==> src/rtl/timer_pkg.sv <==
// Shared types and constants for the BCD countdown timer.
// State encoding, BCD digit constants and a digit validity helper.
package timer_pkg;

  typedef enum logic [1:0] {
    IDLE    = 2'b00,
    RUN     = 2'b01,
    PAUSE   = 2'b10,
    EXPIRED = 2'b11
  } state_t;

  localparam logic [3:0] BCD_NINE = 4'h9;
  localparam logic [3:0] BCD_ZERO = 4'h0;

  function automatic logic bcd_valid(input logic [3:0] digit);
    return digit <= BCD_NINE;
  endfunction

endpackage

==> src/rtl/bcd_down_digit.sv <==
// One BCD down-counting digit with load and borrow chaining.
// Wraps from zero to WRAP when a decrement borrows through it.
module bcd_down_digit
  import timer_pkg::*;
#(
  parameter logic [3:0] WRAP = BCD_NINE
) (
  input  logic       clk,
  input  logic       rst,
  input  logic       dec,
  input  logic       ld,
  input  logic [3:0] d,
  output logic [3:0] q,
  output logic       borrow_out
);

  logic [3:0] r_q;

  // Digit register: load wins over decrement.
  always_ff @(posedge clk or negedge rst) begin
    if (!rst) begin
      r_q <= BCD_ZERO;
    end else if (ld) begin
      r_q <= d;
    end else if (dec) begin
      r_q <= (r_q == BCD_ZERO) ? WRAP : r_q - 4'd1;
    end
  end

  assign q          = r_q;
  assign borrow_out = dec && (r_q == BCD_ZERO);

endmodule

==> src/rtl/countdown_timer.sv <==
// BCD mm:ss countdown timer with run/pause/expire control.
// Decrements on the 1 Hz strobe, stops at 00:00 with a done pulse.
module countdown_timer
  import timer_pkg::*;
#(
  parameter int MIN_MAX = 99,
  parameter int SEC_MAX = 59
) (
  input  logic       clk,
  input  logic       rst,
  input  logic       ce,
  input  logic       ld,
  input  logic [7:0] d_min,
  input  logic [7:0] d_sec,
  input  logic       start,
  input  logic       stop,
  output logic [7:0] q_min,
  output logic [7:0] q_sec,
  output logic       running,
  output logic       expired,
  output logic       done
);

  localparam logic [3:0] SEC_T = 4'(SEC_MAX / 10);
  localparam logic [3:0] SEC_O = 4'(SEC_MAX % 10);
  localparam logic [3:0] MIN_T = 4'(MIN_MAX / 10);
  localparam logic [3:0] MIN_O = 4'(MIN_MAX % 10);
  localparam logic [7:0] SEC_MAX_BCD = {SEC_T, SEC_O};
  localparam logic [7:0] MIN_MAX_BCD = {MIN_T, MIN_O};

  state_t     r_state;
  state_t     w_state_nxt;
  logic       r_done;

  logic [7:0] w_sec_val;
  logic [7:0] w_min_val;
  logic       w_sec_ok;
  logic       w_min_ok;
  logic [7:0] w_sec_ld;
  logic [7:0] w_min_ld;

  logic [3:0] w_s0;
  logic [3:0] w_s1;
  logic [3:0] w_m0;
  logic [3:0] w_m1;
  logic       w_b0;
  logic       w_b1;
  logic       w_b2;
  logic       w_b3;

  logic       w_q_zero;
  logic       w_q_one;
  logic       w_tick;
  logic       w_term;

  // Per-field clamping of the preset into the legal range.
  always_comb begin
    w_sec_val = {4'd0, d_sec[7:4]} * 8'd10 + {4'd0, d_sec[3:0]};
    w_min_val = {4'd0, d_min[7:4]} * 8'd10 + {4'd0, d_min[3:0]};
    w_sec_ok  = bcd_valid(d_sec[7:4]) && bcd_valid(d_sec[3:0])
             && (w_sec_val <= 8'(SEC_MAX));
    w_min_ok  = bcd_valid(d_min[7:4]) && bcd_valid(d_min[3:0])
             && (w_min_val <= 8'(MIN_MAX));
    w_sec_ld  = w_sec_ok ? d_sec : SEC_MAX_BCD;
    w_min_ld  = w_min_ok ? d_min : MIN_MAX_BCD;
  end

  assign w_q_zero = ({w_m1, w_m0, w_s1, w_s0} == 16'h0000);
  assign w_q_one  = ({w_m1, w_m0, w_s1, w_s0} == 16'h0001);
  assign w_tick   = ce && (r_state == RUN) && !ld && !stop && !w_q_zero;
  assign w_term   = w_tick && w_q_one;

  bcd_down_digit #(.WRAP(BCD_NINE)) u_sec_ones (
    .clk        (clk),
    .rst        (rst),
    .dec        (w_tick),
    .ld         (ld),
    .d          (w_sec_ld[3:0]),
    .q          (w_s0),
    .borrow_out (w_b0)
  );

  bcd_down_digit #(.WRAP(SEC_T)) u_sec_tens (
    .clk        (clk),
    .rst        (rst),
    .dec        (w_b0),
    .ld         (ld),
    .d          (w_sec_ld[7:4]),
    .q          (w_s1),
    .borrow_out (w_b1)
  );

  bcd_down_digit #(.WRAP(BCD_NINE)) u_min_ones (
    .clk        (clk),
    .rst        (rst),
    .dec        (w_b1),
    .ld         (ld),
    .d          (w_min_ld[3:0]),
    .q          (w_m0),
    .borrow_out (w_b2)
  );

  bcd_down_digit #(.WRAP(BCD_NINE)) u_min_tens (
    .clk        (clk),
    .rst        (rst),
    .dec        (w_b2),
    .ld         (ld),
    .d          (w_min_ld[7:4]),
    .q          (w_m1),
    .borrow_out (w_b3)
  );

  // Next-state logic with ld > stop > start > ce priority.
  always_comb begin
    w_state_nxt = r_state;
    if (ld) begin
      w_state_nxt = IDLE;
    end else begin
      unique case (r_state)
        IDLE, PAUSE: begin
          if (!stop && start && !w_q_zero) w_state_nxt = RUN;
        end
        RUN: begin
          if (stop)                 w_state_nxt = PAUSE;
          else if (w_term || w_b3)  w_state_nxt = EXPIRED;
        end
        EXPIRED: begin
          if (stop) w_state_nxt = IDLE;
        end
        default: w_state_nxt = IDLE;
      endcase
    end
  end

  // State and done-pulse registers.
  always_ff @(posedge clk or negedge rst) begin
    if (!rst) begin
      r_state <= IDLE;
      r_done  <= 1'b0;
    end else begin
      r_state <= w_state_nxt;
      r_done  <= w_term;
    end
  end

  assign q_min   = {w_m1, w_m0};
  assign q_sec   = {w_s1, w_s0};
  assign running = (r_state == RUN);
  assign expired = (r_state == EXPIRED);
  assign done    = r_done;

endmodule

==> config.mk <==
export PLATFORM = sky130hd
export DESIGN_NAME = countdown_timer
export DESIGN_NICKNAME = d
export VERILOG_FILES = /design/src/rtl/timer_pkg.sv /design/src/rtl/bcd_down_digit.sv /design/src/rtl/countdown_timer.sv
export SDC_FILE = /design/constraint.sdc
export NUM_CORES = 1
export LEC_CHECK = 0
export CAP_MARGIN = 20
export CORE_MARGIN = 2
export CORE_UTILIZATION = 54
export DETAILED_ROUTE_END_ITERATION = 16
export GPL_ROUTABILITY_DRIVEN = 0
export GPL_TIMING_DRIVEN = 0
export MAX_ROUTING_LAYER = met4
export PLACE_DENSITY_LB_ADDON = 0.25
export SETUP_SLACK_MARGIN = 0.3
export SLEW_MARGIN = 20
export SYNTH_ARGS = -nofsm -noshare
export SYNTH_HDL_FRONTEND = slang
export SYNTH_SLANG_ARGS = --single-unit
==> constraint.sdc <==
create_clock -name clk -period 5.15 [get_ports clk]
set_input_delay 1.545 -clock clk [delete_from_list [all_inputs] [get_ports clk]]
set_output_delay 1.545 -clock clk [all_outputs]
set_load 0.02 [all_outputs]
==> results by group <==
Logic synthesis
  • Post-synthesis register bit count: 19
  • Synth area leaders: dfrtp_1, ha_1, fa_1, nor2_1, a21oi_1
  • Synth top cells by count: dfrtp_1, nor2_1, nand2_1
  • Post-Syn Area: 0.00176 sq mm
  • Top-area cell type share of the netlist area: 27.0%
  • Asr flop ratio synth: 100%
  • Primary FF master, synth: dfrtp_1
  • Syn Nets: 245
  • Syn_area_per_cell: roughly 8.6 sq um
  • Sequential share of the synthesized area: around 27%
  • Post-Synthesis Cells: 205
  • Area leader, netlist: dfrtp_1
  • Yosys warns: 0
  • EDFF count, synth: 0
  • Count of different cell masters after synthesis: 54

Power and ir drop
  • Peak supply drop: ~160 uV
  • Flop pwr share: 41.0%
  • Internal power: 0.288 mW
  • PwrDens: 203 mW/mm^2
  • Switching part of the total power: 36.7%
  • P_sw: 0.167 mW
  • Leakage: 0.924 nW
  • Comb pwr share: 41.6%
  • Clock Power Share: 17.4%

Die
  • I/O pins: ~40
  • Core area: 0.00308 sq mm
  • Die Span X: 61.2 microns
  • Die height: 61.2 microns
  • Starting Density: 57.3%
  • Row count: 20
  • Die area: 0.00374 sq mm

Layout
  • ANT cells: 0
  • Layout cell share with drive strength beyond 1: 7.23%
  • Total Nets Final: 290
  • Layout Utilization: 73.0%
  • Area growth syn-to-layout: 27.3%

Clocking
  • Worst-Skew Late Latency: ~300 ps
  • Root Buffer: clkbuf_4
  • Post-CTS setup buffers: 0
  • H-tree Lvls: 1
  • CTS resizes: 0
  • Clock Sinks: 19
  • Reg clk slew, reported paths: between 100 and 150 ps
  • Worst-case clock buffer depth: 2
  • TritonCTS buffer count: 3
  • Hold buffer count at CTS: 0
  • CTS tree: yes

Timing
  • Rel. slew slack: roughly two fifths
  • Fin. Hold Viols: 0
  • Clock skew: between 3 and 4 ps
  • Max frequency: 221 MHz
  • Max-slew violations: 0
  • Worst slew pin tran: about 900 ps
  • Min Tclk post-route: 4540 ps
  • Final period util: slightly below 90%
  • RSZ-0062 raised after global routing: no
  • Final Setup Violations: 0
  • Sum Neg Setup Slack: 0 ps

Worst hold path
  • Hold Path End: r_state[1]
  • Worst hold path class: reg2reg
  • Worst hold start: r_state[0]
  • Worst hold path stage count: 2

Critical path
  • Worst Reg2Reg Path Length in Cells: 6
  • Endpoint class of the critical path: register
  • Flop2flop setup slack: slightly above 3000 ps
  • Crit path max fanout: 7
  • Arrival time at the worst endpoint: 4740 ps
  • Critical Path Start Type: primary input
  • Critical Path RT: 5350 ps
  • Setup CP Type: in2reg
  • Worst r2r src: u_min_tens.q[1]
  • Crit Reg-Reg Endpoint: u_sec_tens.q[2]

Global routing
  • First-pass GRT wire length: 7090 microns
  • Pin count of the biggest net entering global routing: 20
  • Antenna violations before repair: 0
  • GRT Residual Overflow: 0
  • GRT Overall Usage: 25.6%
  • Number of global-route vias before repair: around 1600

Detailed routing
  • DR WL/cell: between 10 and 15 microns
  • Total iterations of the first detailed-routing run: 4
  • Vias per inst: 5.99
  • Vias: 1756
  • Routed wire length: 4210 microns
  • Drt first-iter violations: approximately 130
  • DRC viols: 0
  • Routed Antenna Nets: 0

Run status
  • Run status: finished clean

Place
  • DP Wirelength: 3240 microns
  • PortBufs: 40

Run
  • Max-Cap Viols: 0
==> power groups by stage <==
stage / logic, mW / registers [mW] / clock network, mW
after floorplan: 0.0982 / 0.202 / 0
after global placement: 0.185 / 0.188 / 0
after detailed placement: 0.188 / 0.189 / 0
after CTS: 0.190 / 0.186 / 0.0796
after global routing: 0.210 / 0.190 / 0.0870
final: 0.189 / 0.187 / 0.0794
==> area by class of cell <==
type,count,area (sq um)
well taps,44,55.1
clock buffers,4,26.3
multi-input cells,170,1230
plain buffers,2,8.76
fillers,256,832
inverters,14,52.6
flip-flops and latches,19,475
repair buffers,40,400
==> cell families after synthesis <==
logic type               share of synthesized area, %
AO/OA/AOI/OAI                                    25.5
XOR/XNOR                                         1.99
adder cells (fa/ha/maj)                          14.5
buffers and inverters                            3.47
flip-flops                                       27.0
multiplexers                                     2.41
AND/OR/NAND/NOR                                  25.2
==> worst max-delay path by stage <==
stage               slack (ps)      from               to  cells past startpoint
floorplan                 1150  d_sec[5]  u_sec_tens.q[3]                      9
global placement           280  d_sec[5]  u_sec_tens.q[3]                     10
detailed placement         280  d_sec[5]  u_sec_tens.q[3]                     10
CTS                        600  d_sec[5]  u_sec_tens.q[3]                     10
global route               410  d_sec[5]  u_sec_tens.q[3]                     10
finish                     610  d_sec[5]  u_sec_tens.q[3]                     10
==> flip-flops by register name, summed over array words and instances (netlist names) <==
register / count
u_min_ones.q: 4
u_min_tens.q: 4
u_sec_ones.q: 4
u_sec_tens.q: 4
r_state: 2
done: 1
==> critical path, cell delays in order <==
cell	delay, ps
clkdlybuf4s50_1	510
ha_1	340
ha_1	210
inv_1	70
fa_1	450
nor4b_2	390
mux2_2	370
o221ai_1	490
inv_1	130
a32o_1	220
==> stage by stage <==
| stage | std cells | hold WS (ps) | setup WS, ps | power, mW | area, sq um |
|---|---|---|---|---|---|
| final | 293 | 581 | 615 | 0.455 | 2250 |
| after global routing | 293 | 628 | 405 | 0.487 | 2250 |
| after CTS | 293 | 573 | 603 | 0.455 | 2250 |
| after detailed placement | 289 | 533 | 284 | 0.377 | 2220 |
| after global placement | 289 | 537 | 277 | 0.372 | 2220 |
| after floorplan | 205 | 511 | 1150 | 0.300 | 1760 |
==> metal layers <==
layer | GRT usage, % | wire [microns] | vias to the layer above
met5 | - | 0 | -
met4 | 5.28 | 28 | 0
met3 | 3.57 | 204 | 4
met2 | 43.2 | 2080 | 49
met1 | 32.8 | 1900 | 847
li1 | - | - | 856
==> layout by cell type, fill, tap and decap left out, types with 3 or more instances in the layout <==
cell / netlist / routed
a21o_1: 3 / 3
a21oi_1: 14 / 14
and2_1: 4 / 4
and3_1: 3 / 3
clkbuf_4: 0 / 3
clkdlybuf4s50_1: 0 / 40
dfrtp_1: 19 / 19
fa_1: 4 / 4
ha_1: 14 / 14
inv_1: 14 / 14
nand2_1: 17 / 17
nor2_1: 19 / 19
nor2b_1: 7 / 7
nor3_1: 9 / 9
o21a_1: 4 / 4
o21ai_0: 14 / 14
o2bb2ai_1: 3 / 3
o32ai_1: 3 / 3
or4_4: 3 / 3
xor2_1: 3 / 3
Power figures use the tool's default switching activity.
